File: config.mk
export PLATFORM = sky130hd
export DESIGN_NAME = pipe_stage_buf
export DESIGN_NICKNAME = d
export VERILOG_FILES = /design/src/rtl/pipe_stage_buf.sv
export SDC_FILE = /design/constraint.sdc
export NUM_CORES = 1
export LEC_CHECK = 0
export CORE_MARGIN = 2
export CORE_UTILIZATION = 40
export CTS_BUF_LIST = sky130_fd_sc_hd__clkbuf_16
export CTS_CLUSTER_DIAMETER = 200
export DETAILED_ROUTE_END_ITERATION = 16
export PLACE_DENSITY = 0.72
export SLEW_MARGIN = 30
export SYNTH_ARGS = -nofsm -noshare
export SYNTH_HDL_FRONTEND = slang
export SYNTH_SLANG_ARGS = --single-unit
File: constraint.sdc
create_clock -name CLK -period 5.1 [get_ports CLK]
set_clock_uncertainty 0.15 [all_clocks]
set_input_delay 1.53 -clock CLK [delete_from_list [all_inputs] [get_ports CLK]]
set_output_delay 1.53 -clock CLK [all_outputs]
set_load 0.01 [all_outputs]
File: src/rtl/pipe_stage_buf.sv
// pipe_stage_buf: elastic DEPTH-entry in-order pipeline register carrying an
// opaque WIDTH-bit payload between two pipeline stages.
// Ports:
//   CLK, RST (async, active-high)
//   in_valid/in_data/in_ready: upstream side; in_ready is registered
//   out_valid/out_data/out_ready: downstream side; out_data is 0 when empty
//   flush: squash held entries and any same-cycle enqueue
//   count: current occupancy
// Optional macro PIPE_STAGE_PERF_EN adds the saturating counters
// stall_cycles, bubble_cycles and flush_count.
module pipe_stage_buf #(
  parameter int WIDTH = 64,
  parameter int DEPTH = 2,
  parameter int CNT_W = $clog2(DEPTH + 1)
) (
  input  logic             CLK,
  input  logic             RST,
  input  logic             in_valid,
  input  logic [WIDTH-1:0] in_data,
  output logic             in_ready,
  output logic             out_valid,
  output logic [WIDTH-1:0] out_data,
  input  logic             out_ready,
  input  logic             flush,
  output logic [CNT_W-1:0] count
`ifdef PIPE_STAGE_PERF_EN
  ,
  output logic [31:0]      stall_cycles,
  output logic [31:0]      bubble_cycles,
  output logic [15:0]      flush_count
`endif
);

  localparam int PTR_W = (DEPTH > 1) ? $clog2(DEPTH) : 1;
  localparam logic [CNT_W-1:0] FULL_CNT = CNT_W'(DEPTH);
  localparam logic [PTR_W-1:0] LAST_PTR = PTR_W'(DEPTH - 1);

  logic [WIDTH-1:0] r_mem [DEPTH];
  logic [PTR_W-1:0] r_head;
  logic [PTR_W-1:0] r_tail;
  logic [CNT_W-1:0] r_count;
  logic             r_in_ready;

  logic             w_enq;
  logic             w_deq;
  logic             w_out_valid;
  logic [CNT_W-1:0] w_count_nxt;

  // Explicit wrap so non-power-of-2 depths never rely on truncation.
  function automatic logic [PTR_W-1:0] f_inc(input logic [PTR_W-1:0] p);
    return (p == LAST_PTR) ? '0 : p + 1'b1;
  endfunction

  assign w_out_valid = (r_count != '0);
  assign w_enq       = in_valid & r_in_ready;
  assign w_deq       = w_out_valid & out_ready;

  always_comb begin
    w_count_nxt = r_count;
    if (flush)
      w_count_nxt = '0;
    else if (w_enq & ~w_deq)
      w_count_nxt = r_count + 1'b1;
    else if (~w_enq & w_deq)
      w_count_nxt = r_count - 1'b1;
  end

  always_ff @(posedge CLK or posedge RST) begin
    if (RST) begin
      r_count    <= '0;
      r_head     <= '0;
      r_tail     <= '0;
      r_in_ready <= 1'b1;
    end else begin
      r_count    <= w_count_nxt;
      // Registered from next occupancy: no out_ready -> in_ready path.
      r_in_ready <= (w_count_nxt < FULL_CNT);
      if (flush) begin
        r_head <= '0;
        r_tail <= '0;
      end else begin
        if (w_enq) r_tail <= f_inc(r_tail);
        if (w_deq) r_head <= f_inc(r_head);
      end
    end
  end

  // Storage is deliberately not reset; occupancy alone marks validity.
  always_ff @(posedge CLK) begin
    if (w_enq & ~flush)
      r_mem[r_tail] <= in_data;
  end

  assign in_ready  = r_in_ready;
  assign out_valid = w_out_valid;
  assign out_data  = w_out_valid ? r_mem[r_head] : '0;
  assign count     = r_count;

`ifdef PIPE_STAGE_PERF_EN
  logic [31:0] r_stall;
  logic [31:0] r_bubble;
  logic [15:0] r_flush;

  always_ff @(posedge CLK or posedge RST) begin
    if (RST) begin
      r_stall  <= '0;
      r_bubble <= '0;
      r_flush  <= '0;
    end else begin
      if (in_valid & ~r_in_ready & ~&r_stall)
        r_stall <= r_stall + 1'b1;
      if (~w_out_valid & ~&r_bubble)
        r_bubble <= r_bubble + 1'b1;
      if (flush & ~&r_flush)
        r_flush <= r_flush + 1'b1;
    end
  end

  assign stall_cycles  = r_stall;
  assign bubble_cycles = r_bubble;
  assign flush_count   = r_flush;
`endif

endmodule

-- Word-level counts from Yosys, hierarchy flattened
Memory sizes are Yosys's and may differ from the RTL's.
Cells that the tools add are included.
- bits of input ports: 69
- output and inout bits: 68
- register bits after elaboration: 5
- memories: 1
- word-level logic and storage cells: 33
- bits in writable memories: 128
- memories (name ; depth ; bits a word ; rd ports ; clocked after Yosys merged registers in ; wr ports ; RTL line ; source):
    r_mem ; 2 ; 64 ; 1 ; 0 ; 1 ; 38 ; logic [WIDTH-1:0] r_mem [DEPTH];
- bitwise gates (word level): 8
- add/subtract/negate cells: 4
- reduce and logical (&&, ||, !) cells: 3
- multiplexer cells: 12
- magnitude comparators: 1
- operator list (cell ; number):
    2-to-1 mux 64 bit ; 1
    2-to-1 mux 1 bit ; 8
    2-to-1 mux 2 bit ; 3
    nonzero test 2 bit ; 3
    AND 1 bit ; 5
    inverter 1 bit ; 3
    adder 1 bit, second input constant ; 2
    adder 2 x 1 -> 2 bit, second input constant ; 1
    < comparator 2 bit, second input constant ; 1
    subtractor 2 x 1 -> 2 bit, second input constant ; 1

-- Longest topological paths before layout
- depth after elaboration: 7
- depth in mapped cells: 5
- depth with buffers taken out: 5

-- Worst setup path after synthesis
No wires, ideal clock.
- path kind: input to register
- from: input port in_valid
- to: memory r_mem[0][0], enable pin
- path buffers: 0
- setup slack: -1.584 ns
- setup time: 0.565 ns
- required time: 4.385 ns
- data arrival time: 5.970 ns
- stages: 2
- path through: nand2_2 nor3_1
- word-level cells in the longest chain between the ends: 4
- RTL lines (item ; RTL line ; source):
    from (decl) ; 18 ; input logic in_valid,
    AND 1 bit ; 55 ; assign w_enq = in_valid & r_in_ready;
    AND 1 bit ; 90 ; if (w_enq & ~flush)
    2-to-1 mux 1 bit ; 90 ;
    2-to-1 mux 1 bit (not written as such) ; 91 ; r_mem[r_tail] <= in_data;
    to (decl) ; 38 ;
Every way passes these cells.

-- Final worst setup path
- from: register r_count[1], in the netlist count[1]
- to: output port out_data[40]
- word-level cells in the longest chain between the ends: 2
- RTL lines (item ; RTL line ; source):
    from (decl) ; 41 ; logic [CNT_W-1:0] r_count;
    from (signal assigned) ; 75 ; r_count <= w_count_nxt;
    nonzero test 2 bit ; 54 ; assign w_out_valid = (r_count != '0);
    2-to-1 mux 64 bit ; 96 ; assign out_data = w_out_valid ? r_mem[r_head] : '0;
    to (decl) ; 22 ; output logic [WIDTH-1:0] out_data,
Every way passes these cells.

==> impl_metrics.json <==
{
  "powerDensity_nw_per_um2": 529,
  "clkTransAtPathRegs_ps": 50,
  "antenna_found_initial": 0,
  "insertion_delay_ps": 400,
  "grt_remaining_overflow": 0,
  "cp-start-kind": "flop",
  "die_area_um2": 13600,
  "synth_cell_types": 22,
  "final_area_um2": 7180,
  "drv_cap": 0,
  "initial_core_util_pct": 40.7,
  "clock-root-buffer": "clkbuf_16",
  "wl_um": 9690,
  "final_cell_mix": "clkdlybuf4s50_1 (136), edfxtp_1 (128), nor2_1 (67), mux2i_1 (64), clkbuf_16 (17)",
  "grt_pass1_vias": 3079,
  "postCtsHoldBufs": 0,
  "place_area_um2": 6650,
  "syn-instance-count": 297,
  "yosys_warnings": 0,
  "cts_max_level": 4,
  "clockBufferDepth": 2,
  "layout_commonest_cell": "clkdlybuf4s50_1",
  "ioPinCount": 137,
  "clock_sinks": 133,
  "drc": 0,
  "grt_max_degree": 65,
  "fmax_mhz": 245,
  "worst-endpoint-arrival_ps": 2410,
  "p_leak_uw": 0.00241,
  "die_x_um": 117,
  "relSlewSlack_pct": 40.4,
  "status": "completed",
  "vias": 2933,
  "fin_util_pct": 57.4,
  "yosysSeqAreaShare_pct": 78.0,
  "tightest_slew_ps": 894,
  "finalHoldViolCount": 0,
  "min_period_ps": 4090,
  "nNetsFinal": 511,
  "rsz0062_at_grt": "no",
  "routedWlPerCell_um": 15.5,
  "syn_area_per_cell_um2": 17.1,
  "area_growth_syn_to_layout_pct": 41.0,
  "synth_area_leaders": "edfxtp_1 (75%), mux2i_1 (13%), nor2_1 (4.9%), dfrtp_1 (2.0%), buf_4 (0.88%)",
  "drtPass1Iterations": 4,
  "crit_type": "flop to primary output",
  "hp-class": "flop to flop",
  "numCtsBuffers": 17,
  "grt_pass1_wl_um": 14800,
  "cts_setup_buffers": 0,
  "gr-usage-all-layers_pct": 14.5,
  "fillers": 1012,
  "drt-initial-drc-count": 109,
  "ys_ff_latch": 133,
  "io_buffers": 136,
  "crit_fanout": 34,
  "vias_per_cell": 4.71,
  "yosys.area.top_type": "edfxtp_1",
  "drive_gt1_share_pct": 7.54,
  "finalMaxSlewViolations": 0,
  "ant_nets": 0,
  "finalSetupViolations": 0,
  "diodes": 0,
  "cts_tree": "yes",
  "dp_hpwl_um": 6070,
  "critPathRequiredTime_ps": 3420,
  "min_period_over_period_pct": 80.2,
  "cts_resized": 0,
  "rows": 41,
  "core_um2": 12500,
  "die_h_um": 117,
  "gp_congestion": 0.796,
  "cp-end-kind": "primary output",
  "setup_tns_ps": 0,
  "synth_top_area_share_pct": 75.5,
  "netlist_area_um2": 5090,
  "synth_nets": 367,
  "ir_worst_vdd_mv": 0.312
}
## report_power, final
group	switching [uW]	internal [uW]	leakage, uW
Combinational	602	702	0.000907
Clock	394	693	0.000273
Sequential	80.5	1330	0.00123
Total	1080	2720	0.00241
## stage by stage
step / setup WS, ps / std cells / hold WS (ps) / total power (uW)
floorplan: 386 / 297 / 387 / 2070
global placement: 1390 / 594 / 463 / 2740
detailed placement: 1380 / 594 / 515 / 2760
CTS: 929 / 623 / 527 / 3860
global route: 874 / 623 / 555 / 3980
finish: 1010 / 623 / 515 / 3800
## Yosys cell counts (all sizes together)
| master | number |
|---|---|
| edfxtp | 128 |
| nor2 | 67 |
| mux2i | 64 |
| buf | 12 |
| dfrtp | 4 |
| inv | 4 |
| a211oi | 2 |
| clkbuf | 2 |
| mux2 | 2 |
| xnor2 | 2 |
| a211o | 1 |
| a21oi | 1 |
| and2 | 1 |
| and3 | 1 |
| dfstp | 1 |
| ha | 1 |
| nand2 | 1 |
| nor2b | 1 |
| nor3 | 1 |
| xor2 | 1 |
## worst paths after layout
check	slack, ps	cells past startpoint	end	start
min reg2reg	520	2	r_tail	r_tail
max	1010	5	out_data[40]	count[1]
max reg2reg	2780	6	count[0]	count[1]
min	520	2	r_tail	r_tail
min in group asynchronous	1190	2	count[0]	RST
max in group asynchronous	3360	2	in_ready	RST
## sequential cells by signal, indices dropped and copies added, names as in the netlist
name / cells
count: 2
r_head: 1
in_ready: 1
r_mem: 128
r_tail: 1
## critical path, stage by stage (launching register included)
cell	delay, ps
dfrtp_1	390
inv_1	90
ha_2	650
buf_12	270
nor2_1	70
clkdlybuf4s50_1	480
## logic make-up (layout without fill, tap and decap cells)
logic type / after synthesis / after routing / synth area share [%]
AOI/OAI and AO/OA: 4 / 4 / 0.565
xor gates and xnor gates: 3 / 3 / 0.516
adders and majority gates: 1 / 1 / 0.246
buffers and inverters: 18 / 172 / 1.92
DFF: 133 / 133 / 78.0
muxes: 66 / 66 / 13.1
and+or+nand+nor: 72 / 72 / 5.70
## layout make-up
class                   instances  area (um^2)  share of cell area (%)
clock inverters                12          103                    1.43
well taps                     172          215                    3.00
clock buffers                  17          425                    5.92
flip-flops and latches        133         3970                    55.3
multi-input cells             146         1040                    14.5
repair buffers                139         1410                    19.6
inverters                       4         15.0                   0.209
## routing by layer
metal | vias up | share of wire [%] | global-route usage [%]
met5 | - | 0 | 0
met4 | 0 | 2.1 | 7.53
met3 | 19 | 6.3 | 5.20
met2 | 102 | 49 | 23.0
met1 | 1422 | 43 | 17.6
li1 | 1390 | - | -
(Power assumes the default switching activity.)
